===== src/rtl/load_store_unit.sv =====
`default_nettype none
// ============================================================================
// Module   : load_store_unit
// Brief    : RV32I load/store unit, IDLE/ACCESS/RESP handshake with fault checks
// Revision : 1.0 - initial release
// ============================================================================
module load_store_unit #(
  parameter int DATA_WIDTH = 32
) (
  input  logic                  clk,
  input  logic                  rst_n,
  input  logic                  req_valid_i,
  output logic                  req_ready_o,
  input  logic                  req_is_store_i,
  input  logic [2:0]            req_funct3_i,
  input  logic [DATA_WIDTH-1:0] req_addr_i,
  input  logic [DATA_WIDTH-1:0] req_wdata_i,
  output logic                  resp_valid_o,
  input  logic                  resp_ready_i,
  output logic [DATA_WIDTH-1:0] resp_rdata_o,
  output logic                  resp_misalign_o,
  output logic                  resp_illegal_o,
  output logic [DATA_WIDTH-1:0] mem_addr_o,
  output logic [DATA_WIDTH-1:0] mem_wr_data_o,
  output logic [2:0]            mem_funct3_o,
  output logic                  mem_write_o,
  output logic                  mem_read_o,
  input  logic [DATA_WIDTH-1:0] mem_rd_data_i
);

  typedef enum logic [1:0] {
    IDLE   = 2'd0,
    ACCESS = 2'd1,
    RESP   = 2'd2
  } state_t;

  state_t                  r_state;
  state_t                  w_state_next;
  logic                    r_is_store;
  logic [2:0]              r_funct3;
  logic [DATA_WIDTH-1:0]   r_addr;
  logic [DATA_WIDTH-1:0]   r_wdata;

  logic                    w_accept;
  logic                    w_illegal;
  logic                    w_misalign;
  logic                    w_go;
  logic [7:0]              w_byte;
  logic [15:0]             w_half;
  logic [DATA_WIDTH-1:0]   w_load;

  assign w_accept = req_valid_i && (r_state == IDLE);

  always_ff @(posedge clk) begin
    if (!rst_n) begin
      r_state <= IDLE;
    end else begin
      r_state <= w_state_next;
    end
  end

  always_comb begin
    w_state_next = r_state;
    req_ready_o  = 1'b0;
    resp_valid_o = 1'b0;
    case (r_state)
      IDLE: begin
        req_ready_o = 1'b1;
        if (req_valid_i) w_state_next = ACCESS;
      end
      ACCESS: w_state_next = RESP;
      RESP: begin
        resp_valid_o = 1'b1;
        if (resp_ready_i) w_state_next = IDLE;
      end
      default: w_state_next = IDLE;
    endcase
  end

  // Request fields are captured once and held until the unit returns to IDLE
  always_ff @(posedge clk) begin
    if (!rst_n) begin
      r_is_store <= 1'b0;
      r_funct3   <= 3'b000;
      r_addr     <= '0;
      r_wdata    <= '0;
    end else if (w_accept) begin
      r_is_store <= req_is_store_i;
      r_funct3   <= req_funct3_i;
      r_addr     <= req_addr_i;
      r_wdata    <= req_wdata_i;
    end
  end

  // Misalignment is only reported when the code is legal, so one flag at most
  always_comb begin
    if (r_is_store) begin
      w_illegal = !(r_funct3 inside {3'b000, 3'b001, 3'b010});
    end else begin
      w_illegal = !(r_funct3 inside {3'b000, 3'b001, 3'b010, 3'b100, 3'b101});
    end
    w_misalign = 1'b0;
    if (!w_illegal) begin
      case (r_funct3[1:0])
        2'b01:   w_misalign = r_addr[0];
        2'b10:   w_misalign = |r_addr[1:0];
        default: w_misalign = 1'b0;
      endcase
    end
  end

  assign w_go = (r_state == ACCESS) && !w_illegal && !w_misalign;

  always_comb begin
    mem_addr_o    = '0;
    mem_wr_data_o = '0;
    mem_funct3_o  = 3'b000;
    mem_write_o   = 1'b0;
    mem_read_o    = 1'b0;
    if (w_go) begin
      mem_addr_o    = r_addr;
      mem_wr_data_o = r_wdata;
      mem_funct3_o  = r_funct3;
      mem_write_o   = r_is_store;
      mem_read_o    = !r_is_store;
    end
  end

  always_comb begin
    case (r_addr[1:0])
      2'b00:   w_byte = mem_rd_data_i[7:0];
      2'b01:   w_byte = mem_rd_data_i[15:8];
      2'b10:   w_byte = mem_rd_data_i[23:16];
      default: w_byte = mem_rd_data_i[31:24];
    endcase
    w_half = r_addr[1] ? mem_rd_data_i[31:16] : mem_rd_data_i[15:0];
    case (r_funct3)
      3'b000:  w_load = {{(DATA_WIDTH-8){w_byte[7]}}, w_byte};
      3'b001:  w_load = {{(DATA_WIDTH-16){w_half[15]}}, w_half};
      3'b100:  w_load = {{(DATA_WIDTH-8){1'b0}}, w_byte};
      3'b101:  w_load = {{(DATA_WIDTH-16){1'b0}}, w_half};
      default: w_load = mem_rd_data_i;
    endcase
  end

  // Response registers load only in ACCESS, so they hold through a RESP stall
  always_ff @(posedge clk) begin
    if (!rst_n) begin
      resp_rdata_o    <= '0;
      resp_misalign_o <= 1'b0;
      resp_illegal_o  <= 1'b0;
    end else if (r_state == ACCESS) begin
      resp_rdata_o    <= (w_go && !r_is_store) ? w_load : '0;
      resp_misalign_o <= w_misalign;
      resp_illegal_o  <= w_illegal;
    end
  end

endmodule
`default_nettype wire


===== config.mk =====
export PLATFORM = sky130hd
export DESIGN_NAME = load_store_unit
export DESIGN_NICKNAME = d
export VERILOG_FILES = /design/src/rtl/load_store_unit.sv
export SDC_FILE = /design/constraint.sdc
export NUM_CORES = 1
export LEC_CHECK = 0
export BUFFER_PORTS_ARGS = -buffer_cell sky130_fd_sc_hd__buf_2
export CAP_MARGIN = 20
export CELL_PAD_IN_SITES_DETAIL_PLACEMENT = 1
export CELL_PAD_IN_SITES_GLOBAL_PLACEMENT = 1
export CORE_AREA = 2 2 118 120
export CTS_CLUSTER_DIAMETER = 120
export DETAILED_ROUTE_END_ITERATION = 16
export DIE_AREA = 0 0 120 122
export MAX_ROUTING_LAYER = met4
export PLACE_DENSITY_LB_ADDON = 0.1
export SYNTH_ARGS = -nofsm -noshare
export SYNTH_HDL_FRONTEND = slang
export SYNTH_SLANG_ARGS = --single-unit
export TNS_END_PERCENT = 30

===== constraint.sdc =====
create_clock -name clk -period 5.8 [get_ports clk]
set_input_delay 1.16 -clock clk [delete_from_list [all_inputs] [get_ports clk]]
set_output_delay 1.16 -clock clk [all_outputs]
set_load 0.05 [all_outputs]

==> run_results.csv, run 1 <==
group,metric,value,unit
status,status,"complete, no violations",
logic_synthesis,ys_ff_latch,104,
die,dieHeight,122,um
worst_setup_path,cp.arrival,2.80,ns
clock_network,cts_hold_buffers,0,
logic_synthesis,synthTopCellsByArea,"dfxtp_1 (44%), nand2_1 (14%), a21boi_0 (12%), and2_1 (8.9%), clkbuf_1 (2.8%)",
routing,drcViolationCount,0,
logic_synthesis,synth_top_area_share,44.17,%
worst_setup_path,crit_path_max_fanout,27,
worst_setup_path,r2r-start,"r_funct3[1]",
worst_setup_path,timing.rr.end,"resp_rdata_o[6]",
clock_network,cts_max_path_buffers,2,
timing,rsz0062_at_grt,"false",
die,pin_count,209,
routing,drt_iter0_drc,222,
worst_hold_path,whs_endpoint,"resp_rdata_o[2]",
logic_synthesis,synthFlopType,"dfxtp_1",
place,place_congestion,0.8342,
timing,clock-skew-final,0.006071,ns
layout,fillers,1734,
global_routing,busiest_layer,"met2",
worst_setup_path,crit_path_start,"r_funct3[1]",
die,row_count,43,
timing,period_share,68.34,%
timing,slew_headroom,34.82,%
global_routing,grt_antenna_before_repair,1,
routing,routed_wl,14410,um
clock_network,post_cts_buffers,0,
routing,via_per_inst,4.768,
worst_setup_path,crit_slowest_cell,"or2_1",
worst_setup_path,cp_top_family,"simple AND/OR/NAND/NOR gates",
global_routing,grt_pass1_vias,4532,
place,dpl.hpwl,10580,um
global_routing,grt-ovfl-total,0,
die,die_width,120,um
logic_synthesis,seq_area_frac_synth,44.17,%
clock_network,cts_tree,"yes",
layout,multi_input_area,2427,um2
layout,drive_above_1_share,31.61,%
clock_network,clk_latency,0.34,ns
global_routing,use_met3,4.682,%
logic_synthesis,syn_avg_cell_area,8.016,um2
clock_network,cts_sinks,104,
logic_synthesis,synth_edf_count,0,
worst_hold_path,hold_path_class,"reg -> reg",
worst_setup_path,critical_path_class,"reg -> out",
worst_setup_path,cpPeakStageDelay,0.75,ns
logic_synthesis,synthCells,588,
die,core,13500,um2
pwr,total_power,1.779,mW
timing,fmax,0.2523,GHz
pwr,ir_drop,124.8,uV
logic_synthesis,yosys_warnings,0,
place,port_buffers,208,
worst_setup_path,timing.reg2reg.setup_slack,2.93,ns
run,drv_cap,0,
pwr,leakagePower,2.898,nW
worst_setup_path,startpoint_type,"register",
timing,fin_crit,3.964,ns
routing,dr.pass1.iters,4,
timing,setup_viol,0,
logic_synthesis,yosysTopAreaCell,"dfxtp_1",
worst_setup_path,cp_cell_sequence,"inv_1 > ha_1 > or2_1 > a21oi_1 > nor4_1 > buf_2",
clock_network,clk_pin_slew_worst_paths,0.07,ns
clock_network,cts_made_buffers,9,
timing,drv_slew,0,
timing,hold_violations,0,
die,start_util,34.90,%
routing,ant_nets,0,
routing,post_drt_wl_per_cell,15.07,um
logic_synthesis,yosysMostFrequentCell,"nand2_1",
timing,worst_pin_slew,0.9746,ns
logic_synthesis,netlist_area,4713,um2
layout,area_growth_syn_to_layout,31.43,%
global_routing,grt_usage,20.20,%
worst_setup_path,cp_num_buf_inv,2,
global_routing,grt_pass1_wl,22850,um
layout,nNetsFinal,877,
global_routing,grt_max_degree,77,
logic_synthesis,synth_async_sr_flop_share,0,%
global_routing,grt_use_met2,32.81,%
timing,fin_tns_setup,0,ns
clock_network,cts_resized,0,
global_routing,grt.met1_usage,24.95,%
worst_setup_path,reg2reg_depth,6,
worst_setup_path,worstSetupEndpointType,"primary output",
worst_setup_path,crit_required,4.64,ns
layout,regArea,2082,um2
clock_network,cts-root-buf,"clkbuf_16",
clock_network,ctsHtreeMaxLevel,3,
logic_synthesis,syn_nets,695,
worst_hold_path,holdPathStages,2,
pwr,powerDensity,287.1,nW/um2
logic_synthesis,synth_common_cells,"nand2_1 (172), dfxtp_1 (104), a21boi_0 (75)",
logic_synthesis,yosysUniqueCellTypes,39,
die,die_area,14640,um2
worst_hold_path,hold_start,"resp_rdata_o[2]",
routing,vias,4558,
[layer usage]
layer / wire [um] / part of all wire, %
met5: 0 / 0
met4: 224 / 1.6
met3: 849 / 5.9
met2: 6812 / 47
met1: 6524 / 45
[layout make-up]
type | count | share of cell area (%)
multi-input combinational | 436 | 39.18
tap | 180 | 3.636
inverter | 5 | 0.3030
clock buffer | 12 | 4.141
antenna | 1 | 0.04040
sequential | 104 | 33.61
timing repair buffer | 214 | 17.85
clock inverter | 4 | 1.232
[stage by stage]
step	setup WS [ns]	instances	utilization, %	hold slack (ns)	instance area, um2
6_report	1.836	956	45.87	0.4485	6195
5_1_grt	1.562	956	45.87	0.4838	6195
4_1_cts	1.812	954	45.65	0.4530	6165
3_5_place_dp	2.209	938	43.19	0.4363	5832
3_3_place_gp	2.335	938	43.19	0.4333	5832
2_1_floorplan	2.049	588	-	0.4388	4713
[report_power, final]
part,internal (mW),leakage (nW),switching [mW],total [mW]
clock,0.403,0.159,0.264,0.667
combinational,0.107,1.89,0.220,0.328
sequential,0.758,0.851,0.0257,0.784
total,1.27,2.90,0.510,1.78
[sequential cells by signal, summed over array words and instances (netlist names)]
name,flops
r_addr,32
r_wdata,32
resp_rdata_o,32
r_funct3,3
r_state,2
r_is_store,1
resp_illegal_o,1
resp_misalign_o,1
[worst max-delay path by stage]
stage / end / slack [ns] / cells past startpoint
after floorplan: mem_read_o / 2.05 / 5
after detailed placement: mem_read_o / 2.21 / 6
after global placement: mem_read_o / 2.33 / 6
after global routing: mem_read_o / 1.56 / 6
final: mem_read_o / 1.84 / 6
after CTS: mem_read_o / 1.81 / 6
[worst register-to-register path: stages, from the launching register on]
cell and delay (ns):
dfxtp_1 0.33, inv_1 0.10, ha_1 0.46, or2_1 0.75
o21ai_1 0.49, a221oi_1 0.49, o21ai_0 0.12
[placed cells by master (no fill, tap or decap), types with 2 or more instances in the layout]
cell type  synthesis  routed
a21boi_0          75      75
a21oi_1            2       2
a221oi_1           7       7
and2_1            67      66
buf_2              2     208
buf_4              1       5
bufinv_16          0       2
clkbuf_16          0       9
clkbuf_8           0       2
dfxtp_1          104     104
ha_1               3       3
inv_1              5       5
mux2i_1            9       9
nand2_1          172     171
nand2b_1           3       3
nand3_1            2       2
nand3b_1           2       2
nor2_1            27      27
nor2b_1            4       4
nor3_1             5       4
o211a_1            2       2
o21ai_0           23      23
o21ai_2           10      10
o21ba_2            2       2
o22ai_1            8       8
[logic make-up after synthesis]
kind of cell    count (synthesis)  synth area share [%]
compound gates                137                 21.05
fa+ha+maj                       3                0.7965
buf+inv                        48                 4.513
flops                         104                 44.17
mux                             9                 1.911
simple gates                  287                 27.56
Power figures use the tool's default switching activity.
==> run 2, diff against run 1 <==
--- a/config.mk
+++ b/config.mk
@@ -5,14 +5,15 @@
 export SDC_FILE = /design/constraint.sdc
 export NUM_CORES = 1
 export LEC_CHECK = 0
+export ABC_AREA = 1
 export BUFFER_PORTS_ARGS = -buffer_cell sky130_fd_sc_hd__buf_2
 export CAP_MARGIN = 20
 export CELL_PAD_IN_SITES_DETAIL_PLACEMENT = 1
 export CELL_PAD_IN_SITES_GLOBAL_PLACEMENT = 1
-export CORE_AREA = 2 2 118 120
+export CORE_AREA = 2 2 131 133
 export CTS_CLUSTER_DIAMETER = 120
 export DETAILED_ROUTE_END_ITERATION = 16
-export DIE_AREA = 0 0 120 122
+export DIE_AREA = 0 0 133 135
 export MAX_ROUTING_LAYER = met4
 export PLACE_DENSITY_LB_ADDON = 0.1
 export SYNTH_ARGS = -nofsm -noshare
==> constraint.sdc (replaced) <==
create_clock -name clk -period 3.5 [get_ports clk]
set_input_delay 0.7 -clock clk [delete_from_list [all_inputs] [get_ports clk]]
set_output_delay 0.7 -clock clk [all_outputs]
set_load 0.05 [all_outputs]
==> run 2 against run 1 <==
Against the previous run: worst setup slack worse by 1.5 ns; power is 70% higher; highest routed layer unchanged; clock-buffer cell count is 2 lower; final area is 0.65% higher; non-clock buffer count is 3 higher; via count is 9.3% higher; critical path depth is 3 higher; die area is 23% higher; sequential cell count stayed put; hold slack better by 0.0071 ns; critical endpoint is now mem_wr_data_o[20].
==> run_results.csv, run 2 <==
group,metric,value,unit
routing,post_drt_wl_per_cell,14.65,um
place,dpl.hpwl,11890,um
place,place_congestion,0.8193,
pwr,ir_drop,219.9,uV
timing,setup_ws,0.3613,ns
die,core,16410,um2
timing,drv_slew,0,
routing,via_per_inst,4.587,
worst_setup_path,startpoint_type,"register",
pwr,powerDensity,486.2,nW/um2
clock_network,cts-root-buf,"clkbuf_16",
place,placed_cells,1070,
worst_setup_path,crit_required,2.80,ns
worst_hold_path,hold_path_class,"reg -> reg",
layout,nNetsFinal,968,
logic_synthesis,syn_nets,787,
clock_network,clk_pin_slew_worst_paths,0.07,ns
logic_synthesis,synthFlopType,"dfxtp_1",
worst_hold_path,holdPathStages,2,
logic_synthesis,synth_common_cells,"a21oi_1 (111), nand2_1 (110), dfxtp_1 (104)",
logic_synthesis,synth_top_area_share,44.47,%
clock_network,cts_tree,"yes",
place,preCtsSetupSlack,0.5396,ns
global_routing,grt_usage,18.03,%
logic_synthesis,seq_area_frac_synth,44.47,%
global_routing,grt-ovfl-total,0,
clock_network,clk_latency,0.35,ns
die,dieHeight,135,um
routing,drcViolationCount,0,
timing,worst_pin_slew,0.7332,ns
layout,reg.largest.list,"r_addr: 32 flops, r_wdata: 32 flops, resp_rdata_o: 32 flops",
logic_synthesis,yosys_warnings,0,
routing,routed_wl,15910,um
timing,fmax,0.3186,GHz
die,die_width,133,um
worst_setup_path,critical_path_class,"reg -> out",
timing,fin_crit,3.139,ns
run,drv_cap,0,
logic_synthesis,synth_async_sr_flop_share,0,%
global_routing,grt_max_degree,78,
worst_setup_path,cp.arrival,2.44,ns
timing,setup_viol,0,
logic_synthesis,netlist_area,4682,um2
logic_synthesis,ys_ff_latch,104,
logic_synthesis,yosysMostFrequentCell,"a21oi_1",
logic_synthesis,synth_edf_count,0,
routing,drt_iter0_drc,145,
layout,layout_commonest_cell,"buf_2",
worst_setup_path,timing.reg2reg.setup_slack,1.21,ns
logic_synthesis,yosysTopAreaCell,"dfxtp_1",
layout,fin_cells,1086,
layout,area_growth_syn_to_layout,33.16,%
timing,fin_tns_setup,0,ns
die,row_count,47,
place,port_buffers,208,
global_routing,grt_antenna_before_repair,0,
clock_network,ctsHtreeMaxLevel,3,
worst_setup_path,worstSetupEndpointType,"primary output",
layout,layout_common_cells,"buf_2 (206), a21oi_1 (111), nand2_1 (109)",
global_routing,grt_pass1_wl,25340,um
routing,ant_nets,0,
timing,rsz0062_at_grt,"false",
die,start_util,28.54,%
timing,period_share,89.68,%
layout,drive_above_1_share,29.56,%
logic_synthesis,syn_avg_cell_area,6.885,um2
timing,slew_headroom,51.12,%
layout,antenna_cells,0,
status,status,"complete, no violations",
timing,clock-skew-final,0.006373,ns
routing,vias,4981,
layout,design_area,6235,um2
place,placed_area,5931,um2
clock_network,cts_sinks,104,
global_routing,grt_pass1_vias,5014,
timing,whs,0.4557,ns
clock_network,cts_made_buffers,9,
clock_network,cts_hold_buffers,0,
routing,dr.pass1.iters,4,
clock_network,cts_max_path_buffers,2,
timing,hold_violations,0,
die,die_area,17960,um2
die,pin_count,209,
logic_synthesis,synthTopCellsByArea,"dfxtp_1 (44%), a21oi_1 (12%), nand2_1 (8.8%), o21ai_0 (8.6%), inv_1 (6.6%)",
logic_synthesis,yosysUniqueCellTypes,28,
worst_setup_path,crit_path_max_fanout,50,
worst_setup_path,reg2reg_depth,10,
logic_synthesis,synthCells,680,
pwr,leakagePower,2.925,nW
[run 2: cell type report]
cell class                 count  area, um2
fill                        2117      10170
sequential                   104       2082
multi-input combinational    444       2078
timing repair buffer         217       1184
inverter                      85      319.1
tap                          220      275.3
clock buffer                  10      229.0
clock inverter                 6      67.56
[run 2: cells by family (layout without fill, tap and decap cells)]
group | Yosys count | after routing | share of synthesized area (%)
AOI/OAI and AO/OA | 199 | 199 | 21.46
buffers and inverters | 132 | 318 | 11.46
and+or+nand+nor | 242 | 242 | 21.81
adders and majority gates | 3 | 3 | 0.8018
DFF | 104 | 104 | 44.47
[run 2: worst paths after layout]
kind / from / endpoint
worst min-delay path: r_wdata[29] / r_wdata[29]
worst max-delay path: r_funct3[1] / mem_wr_data_o[20]
worst min register to register: r_wdata[29] / r_wdata[29]
worst max register to register: r_funct3[1] / resp_rdata_o[13]
[run 2: worst max-delay path: stages, from the launching register on]
cell and delay (ns):
dfxtp_1 0.31, inv_1 0.11, ha_1 0.16, buf_4 0.19, nor2_1 0.09, a21oi_2 0.22
nand3_4 0.27, buf_12 0.28, nor2_1 0.14, buf_2 0.28
[run 2: power by group]
group / switching, mW / internal [mW]
Clock: 0.478 / 0.560
Combinational: 0.490 / 0.200
Sequential: 0.0313 / 1.27
Total: 0.999 / 2.03
[run 2: repair_timing]
item                                    in CTS  in global routing
buffers inserted                             0                  0
endpoints found under the setup margin       0                 21
gates resized for setup                      0                  1
[run 2: stage by stage]
stage | total power [mW] | utilization, %
CTS | 3.074 | 37.95
global placement | 2.009 | 35.98
floorplan | 1.814 | -
detailed placement | 2.029 | 36.15
finish | 3.032 | 38.00
global route | 3.201 | 38.00
[run 2: layer usage]
metal	global-route usage, %	part of all wire (%)	up-vias
met1	22.32	45	2312
met5	-	0	-
met3	3.266	5.1	17
met2	29.59	48	124
li1	-	-	2528
met4	6.452	1.7	0
==> run 3, diff against run 2 <==
==> constraint.sdc (replaced) <==
create_clock -name clk -period 3.5 [get_ports clk]
set_input_delay 0.7 -clock clk [delete_from_list [all_inputs] [get_ports clk]]
set_output_delay 0.7 -clock clk [all_outputs]
set_load 0.005 [all_outputs]
==> run 3 against run 2 <==
Against the previous run: critical path depth did not move; largest power group unchanged; die area is the same; fmax increased by 3.2%; combinational power fell by 22%; utilization grew 0.13 points; routed wire length is 0.15% lower; clock-buffer cell count grew 1; sequential share of layout area is 0.11 points lower.
==> run_results.csv, run 3 (synthesis results as in run 2) <==
group,metric,value,unit
timing,drv_slew,0,
die,start_util,28.54,%
die,pin_count,209,
pwr,total_power,2.997,mW
routing,post_drt_wl_per_cell,14.57,um
layout,design_area,6256,um2
die,die_width,133,um
clock_network,cts_max_path_buffers,2,
worst_setup_path,crit_path_max_fanout,49,
die,die_area,17960,um2
timing,hold_violations,0,
clock_network,clk_latency,0.36,ns
place,placed_area,5903,um2
timing,slew_headroom,48.91,%
clock_network,cts_tree,"yes",
timing,rsz0062_at_grt,"false",
routing,via_per_inst,4.641,
layout,area_growth_syn_to_layout,33.62,%
pwr,powerDensity,479.1,nW/um2
clock_network,cts_hold_buffers,0,
status,status,"complete, no violations",
layout,layout_common_cells,"buf_2 (208), a21oi_1 (111), nand2_1 (109)",
routing,drcViolationCount,0,
clock_network,cts-root-buf,"clkbuf_16",
worst_setup_path,cp.arrival,2.34,ns
place,place_congestion,0.8454,
place,preCtsSetupSlack,0.5858,ns
timing,fmax,0.3289,GHz
timing,setup_ws,0.4594,ns
die,core,16410,um2
layout,layout_commonest_cell,"buf_2",
global_routing,grt_pass1_vias,5052,
worst_setup_path,critical_path_class,"reg -> out",
pwr,ir_drop,230.3,uV
routing,dr.pass1.iters,4,
worst_setup_path,startpoint_type,"register",
die,row_count,47,
global_routing,grt_antenna_before_repair,1,
place,port_buffers,208,
layout,nNetsFinal,970,
timing,fin_tns_setup,0,ns
timing,clock-skew-final,0.007897,ns
layout,reg.largest.list,"r_addr: 32 flops, r_wdata: 32 flops, resp_rdata_o: 32 flops",
global_routing,grt_max_degree,82,
global_routing,grt_usage,18.17,%
layout,drive_above_1_share,29.84,%
run,drv_cap,0,
global_routing,grt_pass1_wl,25240,um
timing,period_share,86.88,%
clock_network,cts_made_buffers,9,
clock_network,cts_sinks,104,
global_routing,grt-ovfl-total,0,
worst_hold_path,hold_path_class,"reg -> reg",
clock_network,clk_pin_slew_worst_paths,0.07,ns
worst_setup_path,crit_required,2.80,ns
timing,whs,0.4549,ns
timing,worst_pin_slew,0.7664,ns
routing,vias,5059,
timing,setup_viol,0,
timing,fin_crit,3.041,ns
clock_network,ctsHtreeMaxLevel,3,
die,dieHeight,135,um
pwr,leakagePower,2.943,nW
clock_network,post_cts_buffers,0,
routing,drt_iter0_drc,251,
worst_setup_path,worstSetupEndpointType,"primary output",
routing,ant_nets,0,
place,dpl.hpwl,11860,um
routing,routed_wl,15880,um
-- run 3: cell count changes in the layout (fill, tap and decap cells not counted), sizes merged --
cell and change:
buf +2, bufinv +1, clkbuf +1, clkinv -2
diode +2
-- run 3: power breakdown --
part	switching (mW)	total, mW	internal [mW]
Combinational	0.344	0.540	0.196
Clock	0.481	1.15	0.673
Sequential	0.0305	1.30	1.27
Total	0.855	3.00	2.14
-- run 3: through the flow --
stage | utilization, % | cells
floorplan | - | 680
global placement | 35.81 | 1071
detailed placement | 35.98 | 1072
CTS | 38.05 | 1088
global route | 38.11 | 1089
finish | 38.13 | 1090
-- run 3: worst paths after layout --
kind                            slack (ns)                to  depth (start not counted)   startpoint
worst min register to register        0.45        r_wdata[4]                          2   r_wdata[4]
worst max register to register        1.15  resp_rdata_o[20]                         10  r_funct3[1]
worst min-delay path                  0.45        r_wdata[4]                          2   r_wdata[4]
worst max-delay path                  0.46   mem_funct3_o[0]                          9  r_funct3[1]
-- run 3: per-layer routing --
metal / vias to the layer above / routed length (um) / global-route usage, % / share of wire, %
met5: - / 0 / - / 0
met4: 0 / 424 / 7.706 / 2.7
met3: 26 / 979 / 3.866 / 6.2
met2: 148 / 7607 / 30.28 / 48
met1: 2357 / 6873 / 21.29 / 43
li1: 2528 / - / - / -
-- run 3: cell type report --
class                           instances  area, um2
Fill cell                            2161      10150
Sequential cell                       104       2082
Multi-Input combinational cell        444       2078
Timing Repair Buffer                  219       1156
Inverter                               85      319.1
Tap cell                              220      275.3
Clock buffer                           11      252.7
Clock inverter                          5      87.58
Antenna cell                            2      5.005
-- run 3: repair_timing --
| action | in CTS | in global routing |
|---|---|---|
| endpoints found under the hold margin | 0 | 0 |
| resized for setup | 0 | 1 |
| setup endpoints to repair | 0 | 1 |
-- run 3: worst max-delay path, cell delays in order (launching register included) --
cell and delay [ns]:
dfxtp_1 0.31, inv_1 0.12, ha_1 0.17, buf_4 0.20
nor2_1 0.09, a21oi_2 0.23, nand3_4 0.27, buf_12 0.27
nor2_1 0.17, buf_2 0.15
